$ cat src/rtl/even_parity_pkg.sv
// Shared definitions for the even-parity transmit/receive path.
// The frame length constant is also used by the matching deserializer.
package even_parity_pkg;

  typedef enum logic [1:0] {
    StIdle,
    StShift,
    StParity
  } state_e;

  localparam int unsigned DataW    = 3;
  localparam int unsigned FrameLen = DataW + 1;

  function automatic int unsigned frame_len(input int unsigned data_w);
    return data_w + 1;
  endfunction

endpackage

$ cat src/rtl/even_parity_serial_tx_if.sv
// Parallel-in handshake plus serial-out signals of the even-parity transmitter.
// The master side drives words in; the slave side is the transmitter itself.
interface even_parity_serial_tx_if
  import even_parity_pkg::*;
#(
  parameter int unsigned DATA_W = DataW
);

  logic [DATA_W-1:0] din;
  logic              din_valid;
  logic              din_ready;
  logic              err_inj;
  logic              sdo;
  logic              sdo_valid;
  logic              frame_start;
  logic              pb;
  logic              busy;

  modport master (
    output din, din_valid, err_inj,
    input  din_ready, sdo, sdo_valid, frame_start, pb, busy
  );

  modport slave (
    input  din, din_valid, err_inj,
    output din_ready, sdo, sdo_valid, frame_start, pb, busy
  );

endinterface

$ cat src/rtl/even_parity_gen.sv
// Combinational even-parity generator: XOR reduction of the data word.
// Counterpart of the even-parity checker; reusable on the receive side.
module even_parity_gen
  import even_parity_pkg::*;
#(
  parameter int unsigned DATA_W = DataW
) (
  input  logic [DATA_W-1:0] data,
  output logic              parity
);

  assign parity = ^data;

endmodule

$ cat src/rtl/even_parity_serial_tx.sv
// Serial even-parity frame transmitter: data MSB-first, then the parity bit.
// Outputs are decoded from registered state only; din_ready depends on state alone.
module even_parity_serial_tx
  import even_parity_pkg::*;
#(
  parameter int unsigned DATA_W = DataW
) (
  input logic                     clk,
  input logic                     rst_n,
  even_parity_serial_tx_if.slave  bus
);

  localparam int unsigned CntW = (DATA_W > 1) ? $clog2(DATA_W) : 1;

  state_e            state_q, state_d;
  logic [DATA_W-1:0] shift_q, shift_d;
  logic [CntW-1:0]   cnt_q, cnt_d;
  logic              pb_q, pb_d;
  logic              first_q, first_d;
  logic              parity;
  logic              ready;
  logic              accept;

  even_parity_gen #(
    .DATA_W (DATA_W)
  ) u_gen (
    .data   (bus.din),
    .parity (parity)
  );

  assign ready  = (state_q != StShift);
  assign accept = bus.din_valid && ready;

  always_ff @(posedge clk or negedge rst_n) begin
    if (!rst_n) begin
      state_q <= StIdle;
      shift_q <= '0;
      cnt_q   <= '0;
      pb_q    <= 1'b0;
      first_q <= 1'b0;
    end else begin
      state_q <= state_d;
      shift_q <= shift_d;
      cnt_q   <= cnt_d;
      pb_q    <= pb_d;
      first_q <= first_d;
    end
  end

  always_comb begin
    state_d = state_q;
    shift_d = shift_q;
    cnt_d   = cnt_q;
    pb_d    = pb_q;
    first_d = 1'b0;
    unique case (state_q)
      StIdle, StParity: begin
        if (accept) begin
          shift_d = bus.din;
          pb_d    = parity ^ bus.err_inj;
          cnt_d   = CntW'(DATA_W - 1);
          first_d = 1'b1;
          state_d = StShift;
        end else if (state_q == StParity) begin
          state_d = StIdle;
        end
      end
      StShift: begin
        shift_d = shift_q << 1;
        if (cnt_q == '0) begin
          state_d = StParity;
        end else begin
          cnt_d = cnt_q - CntW'(1);
        end
      end
      default: state_d = StIdle;
    endcase
  end

  always_comb begin
    bus.sdo         = 1'b0;
    bus.sdo_valid   = 1'b0;
    bus.busy        = 1'b0;
    bus.din_ready   = ready;
    bus.frame_start = first_q;
    bus.pb          = pb_q;
    unique case (state_q)
      StShift: begin
        bus.sdo       = shift_q[DATA_W-1];
        bus.sdo_valid = 1'b1;
        bus.busy      = 1'b1;
      end
      StParity: begin
        bus.sdo       = pb_q;
        bus.sdo_valid = 1'b1;
        bus.busy      = 1'b1;
      end
      default: ;
    endcase
  end

endmodule

$ cat src/flat_wrapper.sv
// flat-port wrapper written by rule: the top's interface ports become plain ports
module even_parity_serial_tx_flat import even_parity_pkg::*;
#(
  parameter int unsigned DATA_W = DataW
)
  (clk, rst_n, bus_din, bus_din_valid, bus_err_inj, bus_din_ready, bus_sdo, bus_sdo_valid, bus_frame_start, bus_pb, bus_busy);
  even_parity_serial_tx_if #(.DATA_W(DATA_W)) bus_i ();
  input logic clk;
  input logic rst_n;
  input wire logic [$bits(bus_i.din)-1:0] bus_din;
  input wire logic [$bits(bus_i.din_valid)-1:0] bus_din_valid;
  input wire logic [$bits(bus_i.err_inj)-1:0] bus_err_inj;
  output wire logic [$bits(bus_i.din_ready)-1:0] bus_din_ready;
  output wire logic [$bits(bus_i.sdo)-1:0] bus_sdo;
  output wire logic [$bits(bus_i.sdo_valid)-1:0] bus_sdo_valid;
  output wire logic [$bits(bus_i.frame_start)-1:0] bus_frame_start;
  output wire logic [$bits(bus_i.pb)-1:0] bus_pb;
  output wire logic [$bits(bus_i.busy)-1:0] bus_busy;
  assign bus_i.din = bus_din;
  assign bus_i.din_valid = bus_din_valid;
  assign bus_i.err_inj = bus_err_inj;
  assign bus_din_ready = bus_i.din_ready;
  assign bus_sdo = bus_i.sdo;
  assign bus_sdo_valid = bus_i.sdo_valid;
  assign bus_frame_start = bus_i.frame_start;
  assign bus_pb = bus_i.pb;
  assign bus_busy = bus_i.busy;
  even_parity_serial_tx #(.DATA_W(DATA_W)) u_core (.clk(clk), .rst_n(rst_n), .bus(bus_i));
endmodule
$ cat config.mk
export PLATFORM = sky130hd
export DESIGN_NAME = even_parity_serial_tx_flat
export DESIGN_NICKNAME = d
export VERILOG_FILES = /design/src/rtl/even_parity_pkg.sv /design/src/rtl/even_parity_serial_tx_if.sv /design/src/rtl/even_parity_gen.sv /design/src/rtl/even_parity_serial_tx.sv /design/src/flat_wrapper.sv
export SDC_FILE = /design/constraint.sdc
export NUM_CORES = 1
export LEC_CHECK = 0
export ABC_CLOCK_PERIOD_IN_PS = 2250
export BUFFER_PORTS_ARGS = -buffer_cell sky130_fd_sc_hd__buf_4
export CORE_AREA = 2 2 39 41
export DETAILED_ROUTE_END_ITERATION = 6
export DIE_AREA = 0 0 41 43
export PLACE_DENSITY = 0.78
export SKIP_LAST_GASP = 1
export SYNTH_ARGS = -nofsm -noshare
export SYNTH_HDL_FRONTEND = slang
export SYNTH_SLANG_ARGS = --single-unit
$ cat constraint.sdc
create_clock -name clk -period 2.25 [get_ports clk]
set_input_delay 0.3375 -clock clk [delete_from_list [all_inputs] [get_ports clk]]
set_output_delay 0.3375 -clock clk [all_outputs]
set_load 0.1 [all_outputs]
Word level (Yosys, flattened, before mapping):

Cells that the tools add are included.

* register bits: 9
* bits of input ports: 7
* output and inout port bits: 6
* word-level logic and storage cells: 38

* add/sub/neg operators: 1
* eq/ne operators: 7
* muxes and demuxes: 13
* bitwise gates (word level): 1
* reductions and logical operators: 11

Operator list (count)
* $mux W2: 5
* $pmux W2 S2: 2
* $ne A2 B1 Y1 const B: 3
* $pmux W3 S2: 1
* $reduce_and A2 Y1: 3
* $logic_not A2 Y1: 2
* $reduce_or A2 Y1: 2
* $mux W1: 3
* $mux W3: 1
* $ne A3 B1 Y1 const B: 1
* $reduce_and A3 Y1: 1
* $reduce_xor A3 Y1: 1
* $eq A2 B1 Y1 const B: 1
* $eq A2 B2 Y1 const B: 1
* $ne A2 B2 Y1 const B: 1
* $pmux W1 S2: 1
* $reduce_bool A2 Y1: 1
* $sub A2 B1 Y2 const B: 1
* $logic_and A1 B1 Y1: 1
* $xor A1 B1 Y1: 1

Depth between registers and ports, before layout:

Gate-level depths: netlist (run 1).

* word-level depth: 4
* mapped depth: 5
* gate-level depth less buffers: 5

By module:

A second synthesis (run 1) with hierarchy kept.

* cells, all modules: 63
* area total of the unflattened synthesis: 658.1 um2

By module, submodules not included
* even_parity_serial_tx: instances 1, cells an instance 62, area an instance 634.4 um2, seq. area each 225.2 um2
* even_parity_gen: instances 1, cells an instance 1, area an instance 23.8 um2, seq. area each 0.0 um2

Worst setup path after synthesis (run 1):

Ideal clock, no wire load.

* path kind: register to output
* start: register u_core.state_q[0]
* end: output port bus_sdo
* arrival: 2.781 ns
* data required time: 1.913 ns
* path slack: -0.868 ns
* cell stages (with the launch flop): 4
* path buffers: 0
* cell sequence: dfrtp_1 -> inv_1 -> ha_1 -> nor2b_1

* cells in the longest elaborated chain, start to end: 2
* elaborated cells on any way between the ends: 3
* those cells by class: eq/ne: 2; mux: 1

Ends and longest elaborated chain
* start, declared: line even_parity_serial_tx.sv:15 `state_e state_q, state_d;`
* start signal, assigned: line even_parity_serial_tx.sv:36 `state_q <= StIdle;`
* start signal, assigned: line even_parity_serial_tx.sv:42 `state_q <= state_d;`
* $eq A2 B2 Y1 or $eq A2 B1 Y1 (tied branches): line even_parity_serial_tx.sv:87 `unique case (state_q)`
* $pmux W1 S2 *: line even_parity_serial_tx.sv:87
* end, declared: line flat_wrapper.sv:14 `output wire logic [$bits(bus_i.sdo)-1:0] bus_sdo;`

Every way passes the cells marked *; elsewhere a longest branch is shown, timed or not.

Worst setup path after layout (run 1):

* start: register u_core.state_q[1]
* end: output port bus_sdo

The elaborated chain is that of the path after synthesis.

==> results of run 1 <==
[metal layers]
metal | up-vias | GRT usage, % | wire length, µm
li1 | 211 | - | -
met1 | 195 | 19.9 | 431
met2 | 9 | 22.8 | 509
met3 | 0 | 1.57 | 32
met4 | 0 | 6.00 | 0
met5 | - | 0 | 0
[registers in the layout, summed over array words and instances (netlist names)]
name / cells
u_core.shift_q: 3
u_core.cnt_q: 2
u_core.state_q: 2
u_core.bus.frame_start: 1
u_core.bus.pb: 1
[cell families (layout without fill, tap and decap cells)]
group                    after synthesis  count (layout)
AO/OA/AOI/OAI                         11              11
AND/OR/NAND/NOR                       10              10
flip-flops                             9               9
adder cells (fa/ha/maj)                7               7
buffers and inverters                  7              23
multiplexers                           6               6
XOR/XNOR                               3               3
[cell type report]
class                      instances  area (µm²)  share of cell area [%]
multi-input combinational         37         327                    45.3
clock buffer                       4        26.3                    3.65
timing repair buffer              13         100                    13.9
sequential                         9         225                    31.3
tap                               16        20.0                    2.78
inverter                           6        22.5                    3.13
[cells in the mapped netlist, drive strengths merged (2+ instances only)]
master and number:
a21oi 4, nor2b 4, ha 7, inv 6, xnor2 2, mux2 6, o21ai 3, dfrtp 9
nor2 2
[worst max path at each step]
stage / start / endpoint / cells after the start
finish: u_core.state_q[1]$_DFFE_PN0P_ / bus_sdo / 5
global route: u_core.state_q[1]$_DFFE_PN0P_ / bus_sdo / 5
CTS: u_core.state_q[1]$_DFFE_PN0P_ / bus_sdo / 5
detailed placement: u_core.state_q[0]$_DFFE_PN0P_ / u_core.shift_q[1]$_DFFE_PN0P_ / 5
global placement: u_core.state_q[0]$_DFFE_PN0P_ / u_core.shift_q[1]$_DFFE_PN0P_ / 5
floorplan: u_core.state_q[0]$_DFFE_PN0P_ / bus_sdo / 3
[what timing repair did]
item | 4_1_cts | 5_1_grt
hold buffers | 1 | 0
endpoints found under the hold margin | 9 | 0
buffers inserted | 0 | 0
[per-stage QoR]
stage / instance area [µm²] / setup slack, ns
after floorplan: 582 / 0.163
after global placement: 684 / 0.548
after detailed placement: 684 / 0.535
after CTS: 721 / 0.264
after global routing: 721 / 0.147
final: 721 / 0.290
[worst min-delay path, cell delays in order]
cell and delay, ns:
buf_4 0.12, nand2b_4 0.07, nor2_1 0.06
==> impl_metrics.tcl, run 1 <==
set metrics [dict create \
    crit_type "flop to output port" \
    dp.cells 80 \
    layout-drive-gt1-share_pct 36.2 \
    hold_violations 0 \
    synth_compound_area_share_pct 12.0 \
    worstPathCellList "inv_1 -> ha_1 -> a22oi_1 -> nor2b_4 -> buf_4" \
    synth_edf_count 0 \
    die-height_um 43 \
    cts-root-buf "clkbuf_4" \
    postLayoutCoreUtil_pct 52.1 \
    whs_ns 0.389 \
    grt-ovfl-total 0 \
    synth_seq_cells 9 \
    final_cell_mix "buf_4, dfrtp_1, inv_1, mux2_2, ha_1" \
    track_usage_pct 14.7 \
    tightest_slew_ns 0.297 \
    place_hpwl_um 790 \
    die_x_um 41 \
    ys.flop_type "dfrtp_1" \
    port_buffers 12 \
    reg2regPathDepth 5 \
    crit_path_end_kind "output port" \
    firstDrtPassIters 4 \
    syn_area_per_cell_um2 10.8 \
    grt_pass1_wl_mm 1.79 \
    rsz0062_at_grt "no" \
    hold_path_depth 3 \
    synth-async-reset-ratio_pct 100 \
    cts_tree "yes" \
    syn2layout_area_growth_pct 26.0 \
    die_area_mm2 0.00176 \
    cp_max_fo 6 \
    r2r_slack_ns 0.53 \
    tns_ns 0 \
    arrival_ns 1.62 \
    ant_nets 0 \
    netlist_area_um2 572 \
    synth_mux_area_share_pct 11.8 \
    worst_clock_skew_ns 0.00132 \
    yosysTopAreaCell "dfrtp_1" \
    synthAdderAreaFrac_pct 15.3 \
    status "completed" \
    period_share_pct 87.1 \
    htreeDepth 1 \
    synthXorXnorAreaFrac_pct 4.60 \
    synth_warnings 0 \
    clkTransAtPathRegs_ns 0.06 \
    ios 13 \
    final-setup-viol-count 0 \
    grt_max_degree 10 \
    grt_pass1_vias 429 \
    ys_seq_area_share_pct 39.4 \
    cts_buffers 3 \
    wirelength_um 973 \
    drv_cap 0 \
    drv_slew 0 \
    synth_top_family_by_area "adder cells" \
    drt_iter0_drc 9 \
    synthesis.nets 67 \
    antenna_cells 0 \
    initial_core_util_pct 41.3 \
    gp_congestion 0.719 \
    fill_cells 122 \
    min-delay-start "bus_din_valid" \
    r2r-start "u_core.state_q[0]$_DFFE_PN0P_" \
    crit_required_ns 1.91 \
    vias_per_cell 4.88 \
    layout.nets 84 \
    crit_buf_inv 2 \
    rr_endpoint "u_core.shift_q[2]$_DFFE_PN0P_" \
    antenna_found_initial 0 \
    num_vias 415 \
    insertion_delay_ns 0.25 \
    yosys-top-cells-area "dfrtp_1, ha_1, mux2_2" \
    hold_path_end "u_core.bus.frame_start$_DFF_PN0_" \
    synth_cell_type_count 19 \
    cts_sinks 9 \
    hp-class "primary input to flop" \
    slowest_stage "dfrtp_1" \
    fin_cells 85 \
    drc 0 \
    synth_cells 53 \
    yosys.area_share.simple_pct 11.6 \
    core_mm2 0.00138 \
    cts_resized 0 \
    path_delay_family "buffers and inverters" \
    cts.path.max_buffers 2 \
    routedWlPerCell_um 11.4 \
    relSlewSlack_pct 80.1 \
    rows 14 \
    slowest_delay_ns 0.39 \
    crit_path_start_kind "flop" \
    min_period_ns 1.96 \
    mostFrequentLayoutCell "buf_4" \
    synth_top_area_share_pct 39.4 \
    fmax_mhz 510 \
]
Power of run 1 is left out: the tool's default activity adds up to more than one toggle a clock period on the data nets, which glitch-free logic cannot reach.
==> run 2, diff against run 1 <==
--- a/config.mk
+++ b/config.mk
@@ -5,12 +5,12 @@
 export SDC_FILE = /design/constraint.sdc
 export NUM_CORES = 1
 export LEC_CHECK = 0
-export ABC_CLOCK_PERIOD_IN_PS = 2250
+export ABC_CLOCK_PERIOD_IN_PS = 1700
 export BUFFER_PORTS_ARGS = -buffer_cell sky130_fd_sc_hd__buf_4
 export CORE_AREA = 2 2 39 41
 export DETAILED_ROUTE_END_ITERATION = 6
 export DIE_AREA = 0 0 41 43
-export PLACE_DENSITY = 0.78
+export PLACE_DENSITY = 0.8
 export SKIP_LAST_GASP = 1
 export SYNTH_ARGS = -nofsm -noshare
 export SYNTH_HDL_FRONTEND = slang
==> constraint.sdc (replaced) <==
create_clock -name clk -period 1.7 [get_ports clk]
set_input_delay 0.255 -clock clk [delete_from_list [all_inputs] [get_ports clk]]
set_output_delay 0.255 -clock clk [all_outputs]
set_load 0.1 [all_outputs]
==> impl_metrics.tcl, run 2 (synthesis results as in run 1) <==
set metrics [dict create \
    status "completed" \
    insertion_delay_ns 0.26 \
    period_share_pct 97.0 \
    initial_core_util_pct 41.3 \
    regMostFlops "u_core.shift_q" \
    routedWlPerCell_um 12.6 \
    r2r-start "u_core.state_q[0]$_DFFE_PN0P_" \
    tightest_slew_ns 0.256 \
    rsz0062_at_grt "yes" \
    die_area_mm2 0.00176 \
    slowest_delay_ns 0.41 \
    dpl_worst_slack_ns 0.0266 \
    gp_congestion 0.756 \
    antenna_cells 0 \
    die-height_um 43 \
    final_cell_mix "buf_4, mux2_2, dfrtp_1, ha_1" \
    worst_clock_skew_ns 0.00153 \
    ios 13 \
    wirelength_mm 1.11 \
    min_period_ns 1.65 \
    cts.path.max_buffers 2 \
    place_hpwl_um 861 \
    hp-class "primary input to flop" \
    cts_sinks 9 \
    htreeDepth 1 \
    drv_cap 0 \
    crit_buf_inv 2 \
    firstDrtPassIters 4 \
    path_delay_family "flip-flops" \
    crit_path_end_kind "output port" \
    arrival_ns 1.39 \
    antenna_found_initial 0 \
    largest_reg_flops 3 \
    syn2layout_area_growth_pct 38.1 \
    hold_violations 0 \
    die_x_um 41 \
    grt-ovfl-total 0 \
    clkTransAtPathRegs_ns 0.06 \
    fill_cells 120 \
    mostFrequentLayoutCell "buf_4" \
    layout-drive-gt1-share_pct 48.6 \
    num_vias 432 \
    grt_pass1_vias 429 \
    min-delay-start "bus_din_valid" \
    drc 0 \
    port_buffers 12 \
    crit_path_start_kind "flop" \
    core_mm2 0.00138 \
    crit_type "flop to output port" \
    crit_required_ns 1.44 \
    drt_iter0_drc 11 \
    ant_nets 0 \
    crit_start "u_core.state_q[0]$_DFFE_PN0P_" \
    drv_slew 0 \
    relSlewSlack_pct 82.8 \
    worstPathCellList "buf_4 -> ha_4 -> a22oi_2 -> nor2b_4 -> buf_12" \
    largest_registers "u_core.shift_q: 3 flops, u_core.cnt_q: 2 flops, u_core.state_q: 2 flops" \
    fin_ws_ns 0.0512 \
    fmax_mhz 606 \
    slowest_stage "dfrtp_2" \
    vias_per_cell 4.91 \
    cts_buffers 3 \
    final-setup-viol-count 0 \
    layout.nets 87 \
    cts-root-buf "clkbuf_4" \
    tns_ns 0 \
    grt_max_degree 10 \
    cp_max_fo 6 \
    grt_pass1_wl_mm 1.93 \
    track_usage_pct 17.2 \
    whs_ns 0.286 \
    rows 14 \
    cts_tree "yes" \
]
run 2: cell count changes in the layout (fill, tap and decap cells not counted), sizes merged:
cell | previous run | this run
buf | 12 | 15
run 2: final cells by class:
| class | count | area (µm²) | share of cell area [%] |
|---|---|---|---|
| multi-input cells | 37 | 354 | 44.8 |
| clock buffers | 4 | 26.3 | 3.33 |
| inverters | 6 | 25.0 | 3.17 |
| repair buffers | 16 | 135 | 17.1 |
| flip-flops and latches | 9 | 229 | 29.0 |
| well taps | 16 | 20.0 | 2.54 |
run 2: worst reg2reg max path: stages (launching register included):
cell and delay (ns):
dfrtp_2 0.41, buf_4 0.15, ha_4 0.18, nor2b_1 0.20, o21ba_2 0.22, mux2_2 0.34
run 2: path summary, 6_finish.rpt:
kind                                                          to  slack [ns]  cells past startpoint
worst min-delay path            u_core.bus.frame_start$_DFF_PN0_        0.29                      3
worst max-delay path                                     bus_sdo        0.05                      5
worst min register to register       u_core.cnt_q[0]$_DFFE_PN0P_        0.50                      1
worst max register to register     u_core.shift_q[2]$_DFFE_PN0P_        0.09                      5
min in group asynchronous          u_core.shift_q[1]$_DFFE_PN0P_        0.35                      2
max in group asynchronous              u_core.bus.pb$_DFFE_PN0P_        1.20                      2
run 2: stage by stage:
stage,util (%),instances,area [µm²]
floorplan,-,53,593
global placement,50.8,81,703
detailed placement,50.8,81,703
CTS,56.4,88,781
global route,57.1,88,790
finish,57.1,88,790
run 2: repair_timing:
item | CTS | global route
hold endpoints to repair | 9 | 0
endpoints found under the setup margin | 1 | 4
gates resized for setup | 6 | 3
hold buffers | 1 | 0
setup buffers | 2 | 0
run 2: metal layers:
layer | wire length [µm] | vias up | share of wire [%] | track usage (%)
met2 | 556 | 11 | 50 | 24.1
li1 | - | 218 | - | -
met1 | 485 | 199 | 44 | 22.9
met4 | 27 | 0 | 2.4 | 12.0
met3 | 39 | 4 | 3.5 | 3.14
met5 | 0 | - | 0 | 0
Power of run 2 is left out for the same reason.
==> run 3, diff against run 2 <==
--- a/config.mk
+++ b/config.mk
@@ -7,11 +7,13 @@
 export LEC_CHECK = 0
 export ABC_CLOCK_PERIOD_IN_PS = 1700
 export BUFFER_PORTS_ARGS = -buffer_cell sky130_fd_sc_hd__buf_4
-export CORE_AREA = 2 2 39 41
+export CORE_MARGIN = 2
+export CORE_UTILIZATION = 47
 export DETAILED_ROUTE_END_ITERATION = 6
-export DIE_AREA = 0 0 41 43
-export PLACE_DENSITY = 0.8
+export PLACE_DENSITY = 0.84
 export SKIP_LAST_GASP = 1
 export SYNTH_ARGS = -nofsm -noshare
 export SYNTH_HDL_FRONTEND = slang
+export SYNTH_HIERARCHICAL = 1
 export SYNTH_SLANG_ARGS = --single-unit
+export TNS_END_PERCENT = 1
==> impl_metrics.tcl, run 3 <==
set metrics [dict create \
    status "completed" \
    cp.depth 5 \
    routedWlPerCell_um 15.3 \
    cts_sinks 9 \
    vias_per_cell 5.79 \
    track_usage_pct 18.9 \
    r2r-start "u_core/state_q[0]$_DFFE_PN0P_" \
    antenna_found_initial 0 \
    whs_ns 0.287 \
    final_cell_mix "buf_4, dfrtp_1, mux2i_1, inv_1, o21ai_0" \
    antenna_cells 0 \
    crit_type "flop to output port" \
    cp_max_fo 3 \
    drv_cap 0 \
    num_vias 544 \
    fin_cells 94 \
    cts.path.max_buffers 2 \
    ios 13 \
    dp.cells 89 \
    htreeDepth 1 \
    syn_area_per_cell_um2 10.4 \
    yosys-top-cells-count "dfrtp_1, inv_1, ha_1, mux2i_1, o21ai_0" \
    synth-async-reset-ratio_pct 100 \
    drt_iter0_drc 18 \
    path_delay_family "flip-flops" \
    grt-ovfl-total 0 \
    yosysTopAreaCell "dfrtp_1" \
    clkTransAtPathRegs_ns 0.07 \
    crit_start "u_core/state_q[0]$_DFFE_PN0P_" \
    netlist_area_um2 658 \
    rsz0062_at_grt "yes" \
    seq_area_um2 228 \
    wirelength_mm 1.43 \
    gp_congestion 0.734 \
    min_period_ns 1.67 \
    regMostFlops "u_core/shift_q" \
    die_area_mm2 0.00172 \
    drv_slew 0 \
    fill_cells 99 \
    yosys-top-cells-area "dfrtp_1, ha_1, mux2i_1" \
    grt_pass1_wl_mm 2.43 \
    syn2layout_area_growth_pct 31.0 \
    die_x_um 41.4 \
    relSlewSlack_pct 71.5 \
    cts-root-buf "clkbuf_4" \
    synth_top_area_share_pct 34.2 \
    worstPathCellList "inv_2 -> buf_6 -> ha_4 -> nor2b_4 -> buf_12" \
    mostFrequentLayoutCell "buf_4" \
    hold_violations 0 \
    initial_core_util_pct 50.6 \
    drc 0 \
    final-setup-viol-count 0 \
    synth_edf_count 0 \
    crit_required_ns 1.44 \
    crit_path_start_kind "flop" \
    place_hpwl_mm 1.02 \
    layout-drive-gt1-share_pct 40.5 \
    hp-class "primary input to flop" \
    slowest_delay_ns 0.37 \
    cts_tree "yes" \
    synth_seq_cells 9 \
    largest_registers "u_core/shift_q: 3 flops, u_core/cnt_q: 2 flops, u_core/state_q: 2 flops" \
    tightest_slew_ns 0.426 \
    fmax_mhz 600 \
    rows 13 \
    grt_max_degree 10 \
    die-height_um 41.4 \
    multiInputGateArea_um2 423 \
    ys_seq_area_share_pct 34.2 \
    dpl_worst_slack_ns 0.0250 \
    crit_path_end_kind "output port" \
    synth_cells 63 \
    period_share_pct 98.0 \
    min-delay-start "bus_din[2]" \
    yosysMostFrequentCell "dfrtp_1" \
    hold_path_depth 3 \
    tns_ns 0 \
    slowest_stage "dfrtp_1" \
    ys.flop_type "dfrtp_1" \
    largest_reg_flops 3 \
    fin_ws_ns 0.0333 \
    worst_clock_skew_ns 0.00140 \
    synth_cell_type_count 28 \
    grt_pass1_vias 559 \
    reg2regPathDepth 6 \
    cts_buffers 3 \
    ant_nets 0 \
    core_mm2 0.00130 \
    crit_buf_inv 3 \
    insertion_delay_ns 0.27 \
    synthesis.nets 76 \
    firstDrtPassIters 4 \
    port_buffers 12 \
    arrival_ns 1.41 \
    synth_warnings 6 \
    layout.nets 93 \
]
==> run 3: cell types whose count changed after synthesis, moves of 2 or more <==
cell,delta
mux2i_1,+6
mux2_2,-5
a21oi_1,-3
buf_4,+2
nand3_1,+2
xnor2_1,-2
==> run 3: cell families (layout without fill, tap and decap cells) <==
logic type      count (synthesis)  count (layout)  synth area share [%]
simple gates                   15              15                  15.8
compound gates                 13              13                  13.7
buf+inv                        11              27                  9.13
flops                           9               9                  34.2
mux                             7               7                  10.8
fa+ha+maj                       6               6                  11.4
xor+xnor                        2               2                  4.94
==> run 3: per-stage QoR <==
step	area, µm²	utilization (%)
5_1_grt	862	66.3
2_1_floorplan	679	-
4_1_cts	857	65.9
3_5_place_dp	777	59.7
6_report	862	66.3
3_3_place_gp	777	59.7
==> run 3: layer usage <==
layer | share of wire, % | wire [µm] | GRT usage [%]
met4 | 2.9 | 42 | 11.6
met1 | 42 | 600 | 20.4
met5 | 0 | 0 | 0
met2 | 50 | 713 | 30.9
met3 | 5.4 | 77 | 6.96
==> run 3: final cells by class <==
class                      count  share of cell area, %
clock buffer                   3                   2.61
clock inverter                 1                  0.581
inverter                       7                   3.05
multi-input combinational     43                   49.1
sequential                     9                   26.4
tap                           15                   2.18
timing repair buffer          16                   16.1
==> run 3: timing repair <==
action,in CTS,in global routing
gates resized for setup,8,2
setup buffers,0,0
pin swaps,1,1
hold buffers,1,0
setup endpoints to repair,2,1
endpoints found under the hold margin,9,0
==> run 3: worst paths after layout <==
check | to | slack, ns
min in group asynchronous | u_core/state_q[0]$_DFFE_PN0P_ | 0.34
hold reg to reg | u_core/shift_q[0]$_DFFE_PN0P_ | 0.54
hold / removal | u_core/shift_q[2]$_DFFE_PN0P_ | 0.29
setup reg to reg | u_core/cnt_q[1]$_DFFE_PN0P_ | 0.10
max in group asynchronous | u_core/state_q[1]$_DFFE_PN0P_ | 1.21
setup / recovery | bus_sdo | 0.03
==> run 3: tightest hold or removal path: cells and delay by family <==
family	cells	cell delay (ns)
multiplexers	2	0.17
buffers and inverters	1	0.09
Power of run 3 is left out for the same reason.
